**src/rtl/imem_loader.sv**
```systemverilog
// rtl/imem_loader.sv - byte-stream loader into the instruction memory, with the fetch read port
module imem_loader #(
  parameter int          DEPTH    = 32,
  parameter logic [31:0] OOR_DATA = 32'd15
) (
  input  logic        clk,
  input  logic        rst_n,
  input  logic        start,
  input  logic [5:0]  num_words,
  input  logic        in_valid,
  input  logic [7:0]  in_byte,
  output logic        in_ready,
  output logic        busy,
  output logic        done,
  input  logic [63:0] rd_addr,
  output logic [31:0] rd_data
);

  localparam int AW = $clog2(DEPTH);
  localparam int CW = AW + 1;

  typedef enum logic [1:0] {
    S_IDLE = 2'd0,
    S_LOAD = 2'd1,
    S_DONE = 2'd2
  } state_t;

  state_t        state_q, state_d;
  logic [31:0]   mem_q [DEPTH];
  logic [31:0]   mem_d [DEPTH];
  // Lanes 0..2 of the word being assembled; lane 3 comes straight from in_byte.
  logic [23:0]   asm_q, asm_d;
  logic [AW-1:0] wr_ptr_q, wr_ptr_d;
  logic [1:0]    byte_cnt_q, byte_cnt_d;
  logic [CW-1:0] count_q, count_d;
  logic          use_depth;
  logic          last_word;

  // State, memory and datapath registers; reset wipes everything including loaded words.
  always_ff @(posedge clk or negedge rst_n) begin
    if (!rst_n) begin
      state_q    <= S_IDLE;
      asm_q      <= '0;
      wr_ptr_q   <= '0;
      byte_cnt_q <= '0;
      count_q    <= '0;
      for (int i = 0; i < DEPTH; i++) begin
        mem_q[i] <= '0;
      end
    end else begin
      state_q    <= state_d;
      asm_q      <= asm_d;
      wr_ptr_q   <= wr_ptr_d;
      byte_cnt_q <= byte_cnt_d;
      count_q    <= count_d;
      mem_q      <= mem_d;
    end
  end

  // Next-state, byte assembly, word write and handshake/status outputs.
  always_comb begin
    state_d    = state_q;
    asm_d      = asm_q;
    wr_ptr_d   = wr_ptr_q;
    byte_cnt_d = byte_cnt_q;
    count_d    = count_q;
    mem_d      = mem_q;
    in_ready   = 1'b0;
    busy       = 1'b0;
    done       = 1'b0;
    // A zero or oversized request means "fill the whole memory".
    use_depth  = (num_words == 6'd0) || (int'(num_words) > DEPTH);
    last_word  = ({1'b0, wr_ptr_q} == (count_q - CW'(1)));

    unique case (state_q)
      S_IDLE: begin
        if (start) begin
          count_d    = use_depth ? CW'(DEPTH) : CW'(num_words);
          wr_ptr_d   = '0;
          byte_cnt_d = '0;
          state_d    = S_LOAD;
        end
      end
      S_LOAD: begin
        in_ready = 1'b1;
        busy     = 1'b1;
        if (in_valid) begin
          byte_cnt_d = byte_cnt_q + 2'd1;
          case (byte_cnt_q)
            2'd0: asm_d[7:0]   = in_byte;
            2'd1: asm_d[15:8]  = in_byte;
            2'd2: asm_d[23:16] = in_byte;
            default: begin
              mem_d[wr_ptr_q] = {in_byte, asm_q};
              wr_ptr_d        = wr_ptr_q + AW'(1);
              if (last_word) begin
                state_d = S_DONE;
              end
            end
          endcase
        end
      end
      S_DONE: begin
        busy    = 1'b1;
        done    = 1'b1;
        state_d = S_IDLE;
      end
      default: begin
        state_d = S_IDLE;
      end
    endcase
  end

  // Fetch read port: anything beyond the last word reads the out-of-range constant.
  always_comb begin
    rd_data = mem_q[rd_addr[AW-1:0]];
    if (rd_addr > 64'(DEPTH - 1)) begin
      rd_data = OOR_DATA;
    end
  end

endmodule

```
**config.mk**
```make
export PLATFORM = sky130hd
export DESIGN_NAME = imem_loader
export DESIGN_NICKNAME = d
export VERILOG_FILES = /design/src/rtl/imem_loader.sv
export SDC_FILE = /design/constraint.sdc
export NUM_CORES = 1
export LEC_CHECK = 0
export BUFFER_PORTS_ARGS = -buffer_cell sky130_fd_sc_hd__buf_2
export CAP_MARGIN = 20
export CORE_ASPECT_RATIO = 0.8
export CORE_MARGIN = 2
export CORE_UTILIZATION = 60
export DETAILED_ROUTE_END_ITERATION = 12
export PLACE_DENSITY_LB_ADDON = 0.25
export SLEW_MARGIN = 5
export SYNTH_ARGS = -nofsm -noshare
export SYNTH_HDL_FRONTEND = slang
export SYNTH_SLANG_ARGS = --single-unit
```
**constraint.sdc**
```tcl
create_clock -name clk -period 3.1 [get_ports clk]
set_input_delay 0.62 -clock clk [delete_from_list [all_inputs] [get_ports clk]]
set_output_delay 0.62 -clock clk [all_outputs]
set_load 0.02 [all_outputs]
```
==> flow_results.xml <==
<?xml version="1.0" encoding="UTF-8"?>
<metrics>
  <group name="critical_path">
    <metric name="worst-endpoint-arrival" unit="ns">2.49</metric>
    <metric name="worstSetupEndpointType" unit="">output pin</metric>
    <metric name="startpoint" unit="">rd_addr[40]</metric>
    <metric name="rrSetupSlack" unit="ns">0.56</metric>
    <metric name="critical_path_required" unit="ns">2.48</metric>
    <metric name="reg2reg_depth" unit="">7</metric>
    <metric name="worstSetupEndpoint" unit="">rd_data[21]</metric>
    <metric name="timing.critical_path.fanout_max" unit="">6</metric>
    <metric name="crit_path_start_kind" unit="">input pin</metric>
    <metric name="crit_family" unit="">simple AND/OR/NAND/NOR gates</metric>
    <metric name="crit-reg2reg-launch" unit="">state_q[1]$_DFFE_PN0P_</metric>
    <metric name="cp_num_cells" unit="">9</metric>
    <metric name="critPathMaxStageDelay" unit="ns">0.30</metric>
    <metric name="critPathBufInv" unit="">4</metric>
    <metric name="reg2reg_to" unit="">mem_q[330]$_DFFE_PN0P_</metric>
    <metric name="critical_path_cell_by_cell" unit="">buf_2 &gt; nor4_4 &gt; nand4_1 &gt; nor4_2 &gt; buf_4 &gt; nand2_8 &gt; buf_12 &gt; o22ai_4 &gt; buf_6</metric>
    <metric name="worst-setup-path-type" unit="">input pin to output pin</metric>
    <metric name="slowest_stage" unit="">nor4_2</metric>
  </group>
  <group name="clock_tree">
    <metric name="cts-htree-levels" unit="">3</metric>
    <metric name="path_clk_slew" unit="ns">0.06</metric>
    <metric name="cts_root_buf" unit="">clkbuf_16</metric>
    <metric name="cts.path.max_buffers" unit="">3</metric>
    <metric name="cts.sinks" unit="">1063</metric>
    <metric name="cts_tree" unit="">done</metric>
    <metric name="clkLatencyLatePin" unit="ns">0.69</metric>
    <metric name="cts-buffers-inserted" unit="">102</metric>
  </group>
  <group name="synth">
    <metric name="synth.cell_area" unit="mm²">0.0484</metric>
    <metric name="async_flop_share" unit="%">100</metric>
    <metric name="synth_enable_flop_cells" unit="">0</metric>
    <metric name="most_frequently_used_flop_master_after_synthesis" unit="">dfrtp_1</metric>
    <metric name="seq_area_frac_synth" unit="%">55.0</metric>
    <metric name="postSynthRegisterBits" unit="">1063</metric>
    <metric name="synthesized_net_count" unit="">3146</metric>
    <metric name="syn_area_per_cell" unit="µm²">15.9</metric>
    <metric name="synth.distinct_cells" unit="">48</metric>
    <metric name="yosys_warnings" unit="">0</metric>
    <metric name="postSynthCellCount" unit="">3051</metric>
  </group>
  <group name="floorplan">
    <metric name="design.portCount" unit="">117</metric>
    <metric name="core_area" unit="mm²">0.0802</metric>
    <metric name="die_x" unit="µm">321</metric>
    <metric name="initial_core_util" unit="%">60.3</metric>
    <metric name="design.die.area" unit="mm²">0.0829</metric>
    <metric name="std_cell_rows" unit="">93</metric>
    <metric name="die_height" unit="µm">258</metric>
  </group>
  <group name="sta">
    <metric name="timing.final.hold_violations" unit="">0</metric>
    <metric name="worst_margin_slew" unit="ns">1.03</metric>
    <metric name="fmaxAchievable" unit="GHz">0.322</metric>
    <metric name="final.period_utilization" unit="%">100</metric>
    <metric name="slew_headroom" unit="%">31.2</metric>
    <metric name="setup_viol" unit="">3</metric>
    <metric name="unrepaired_setup_endpoints_after_global_routing" unit="">true</metric>
    <metric name="min_period" unit="ns">3.11</metric>
    <metric name="clock_skew" unit="ns">0.0239</metric>
    <metric name="final_critical_path_setup_slack" unit="ns">-0.00957</metric>
    <metric name="final_max_slew_viol_count" unit="">0</metric>
  </group>
  <group name="grt">
    <metric name="overflow" unit="">0</metric>
    <metric name="first_global_vias" unit="">30700</metric>
    <metric name="antenna_found_initial" unit="">1</metric>
    <metric name="grt_first_pass_wirelength" unit="mm">196</metric>
    <metric name="largest_net_degree_at_the_start_of_global_routing" unit="">132</metric>
    <metric name="grt_usage" unit="%">31.8</metric>
  </group>
  <group name="drt">
    <metric name="routed_wl" unit="mm">131</metric>
    <metric name="detail_route.iter0.violations" unit="">2401</metric>
    <metric name="drt-wirelength-per-cell" unit="µm">30.4</metric>
    <metric name="viasPerCell" unit="">6.70</metric>
    <metric name="drt_pass1_iterations" unit="">5</metric>
    <metric name="antenna_violating_nets_post_route" unit="">0</metric>
    <metric name="remaining_drc_errors" unit="">0</metric>
    <metric name="detailroute.via_count" unit="">28800</metric>
  </group>
  <group name="run">
    <metric name="drv.max_cap_violation_count" unit="">0</metric>
  </group>
  <group name="power">
    <metric name="power_switching" unit="mW">9.75</metric>
    <metric name="ir_drop" unit="V">0.000517</metric>
    <metric name="p_int" unit="mW">26.0</metric>
    <metric name="power.density_cell_area" unit="mW/mm²">644</metric>
    <metric name="clock_group_share_of_total_power" unit="%">37.4</metric>
    <metric name="pwr-share-comb" unit="%">12.8</metric>
    <metric name="swShare" unit="%">27.3</metric>
    <metric name="leakage" unit="nW">26.4</metric>
    <metric name="totalPowerFinal" unit="mW">35.8</metric>
    <metric name="seq_power_share" unit="%">49.7</metric>
  </group>
  <group name="layout">
    <metric name="postLayoutCellArea" unit="mm²">0.0556</metric>
    <metric name="final.fill_count" unit="">5045</metric>
    <metric name="diodes" unit="">0</metric>
    <metric name="area_delta_synth_final" unit="%">14.9</metric>
    <metric name="area_used_by_multi_input_combinational_logic" unit="mm²">0.0207</metric>
    <metric name="fin_nets" unit="">3257</metric>
    <metric name="regArea" unit="mm²">0.0266</metric>
    <metric name="ratio_of_cells_with_drive_above_1_in_the_final_layout" unit="%">54.4</metric>
  </group>
  <group name="placement">
    <metric name="number_of_port_buffers" unit="">116</metric>
    <metric name="dpl.hpwl" unit="mm">73.1</metric>
    <metric name="routabilityCongestion" unit="">0.769</metric>
    <metric name="detailed_place.area" unit="mm²">0.0513</metric>
  </group>
  <group name="status">
    <metric name="outcome" unit="">finished, violations left</metric>
    <metric name="violations" unit="">setup timing</metric>
  </group>
  <group name="min_path">
    <metric name="worst_min_path_class" unit="">input pin to flop</metric>
  </group>
</metrics>
[cell families after synthesis]
| group | after synthesis | share of synthesized area (%) |
|---|---|---|
| muxes | 1311 | 36.5 |
| DFF | 1063 | 55.0 |
| buffers and inverters | 299 | 3.05 |
| and+or+nand+nor | 180 | 2.06 |
| AOI/OAI and AO/OA | 178 | 2.93 |
| adders and majority gates | 13 | 0.336 |
| xor gates and xnor gates | 7 | 0.127 |
[layer usage]
metal | share of wire [%] | up-vias | routed length (µm) | track usage (%)
li1 | - | 11600 | - | -
met1 | 42 | 15700 | 54700 | 46.2
met2 | 47 | 1204 | 61900 | 50.2
met3 | 7.6 | 254 | 9990 | 5.62
met4 | 3.0 | 2 | 3970 | 8.79
met5 | 0.0084 | - | 11 | 0
[layout make-up]
type / count / share of cell area (%)
inverter: 9 / 0.0608
sequential: 1063 / 47.9
tap: 1045 / 2.35
timing repair buffer: 297 / 5.95
multi-input combinational: 1689 / 37.2
clock buffer: 141 / 5.33
clock inverter: 50 / 1.23
[worst min-delay path, delay by kind of cell]
family / cells / cell delay [ns]
AOI/OAI and AO/OA: 1 / 0.06
buffers and inverters: 1 / 0.10
and+or+nand+nor: 1 / 0.05
[cells in the mapped netlist (all sizes together) (4+ instances only)]
library cell	count	area, µm²
a22o	110	963
o21ai	13	65.1
nand3b	4	30.0
inv	9	33.8
mux2i	6	60.1
dfrtp	1063	26600
nand2b	7	43.8
xnor2	4	35.0
nor4	16	100
mux4	257	5800
a22oi	16	120
nor2b	4	25.0
nand2	26	128
ha	13	163
buf	141	885
mux2	1048	11800
nand3	10	50.1
nor2	95	497
o22a	4	35.0
clkbuf	149	559
nand4	5	31.3
o22ai	27	169
[what timing repair did]
item	in CTS	in global routing
endpoints found under the setup margin	24	32
resized for setup	33	54
gates cloned	1	5
endpoints found under the hold margin	54	0
pin swaps	2	8
hold buffers	1	0
setup buffers	0	4
[per-stage QoR]
stage | worst slack (ns) | util, % | hold slack, ns | std cells | TNS (ns)
2_1_floorplan | 0.303 | - | 0.324 | 3051 | 0
3_3_place_gp | -0.264 | 64.0 | 0.461 | 4092 | -0.952
3_5_place_dp | -0.317 | 64.0 | 0.470 | 4092 | -1.75
4_1_cts | -0.0173 | 68.8 | 0.174 | 4285 | -0.0490
5_1_grt | -0.117 | 69.3 | 0.195 | 4294 | -2.07
6_report | -0.00957 | 69.3 | 0.200 | 4294 | -0.0190
[sequential cells by signal (all words and copies together) (netlist names)]
register	cells
byte_cnt_q	2
asm_q	24
wr_ptr_q	5
mem_q	1024
state_q	2
count_q	6
[cells in the final DEF, fill, tap and decap left out, drive strengths merged, types with 2 or more instances in the layout]
| master | instances |
|---|---|
| mux2 | 1048 |
| or3 | 2 |
| nand4 | 5 |
| a22oi | 16 |
| nand2b | 7 |
| buf | 292 |
| clkinvlp | 6 |
| a22o | 110 |
| nand2 | 26 |
| inv | 11 |
| clkbuf | 145 |
| ha | 13 |
| bufinv | 14 |
| nand3 | 10 |
| mux4 | 257 |
| nand3b | 4 |
| mux2i | 6 |
| o21ai | 13 |
| xnor2 | 4 |
| a21oi | 2 |
| o22ai | 27 |
| clkinv | 28 |
| xor2 | 3 |
| nor2 | 95 |
| nor3 | 3 |
| nor4 | 16 |
| o22a | 4 |
| nor2b | 4 |
| nor4b | 2 |
| dfrtp | 1063 |
[worst min path at each step]
| stage | cells after the start | start | endpoint | slack (ns) |
|---|---|---|---|---|
| 2_1_floorplan | 0 | rst_n | asm_q[0]$_DFFE_PN0P_ | 0.32 |
| 3_3_place_gp | 1 | mem_q[701]$_DFFE_PN0P_ | mem_q[701]$_DFFE_PN0P_ | 0.46 |
| 3_5_place_dp | 1 | mem_q[895]$_DFFE_PN0P_ | mem_q[895]$_DFFE_PN0P_ | 0.47 |
| 4_1_cts | 3 | num_words[1] | count_q[1]$_DFFE_PN0P_ | 0.17 |
| 5_1_grt | 3 | num_words[1] | count_q[1]$_DFFE_PN0P_ | 0.20 |
| 6_report | 3 | num_words[1] | count_q[1]$_DFFE_PN0P_ | 0.20 |
[power by group through the flow]
| stage | combinational (mW) | sequential, mW | clock (mW) |
|---|---|---|---|
| 4_1_cts | 4.56 | 17.7 | 13.5 |
| 5_1_grt | 4.93 | 18.1 | 14.1 |
| 3_3_place_gp | 4.28 | 17.7 | 0 |
| 6_report | 4.59 | 17.8 | 13.4 |
| 3_5_place_dp | 4.49 | 17.9 | 0 |
| 2_1_floorplan | 4.09 | 16.5 | 0 |
(Power assumes the default switching activity.)
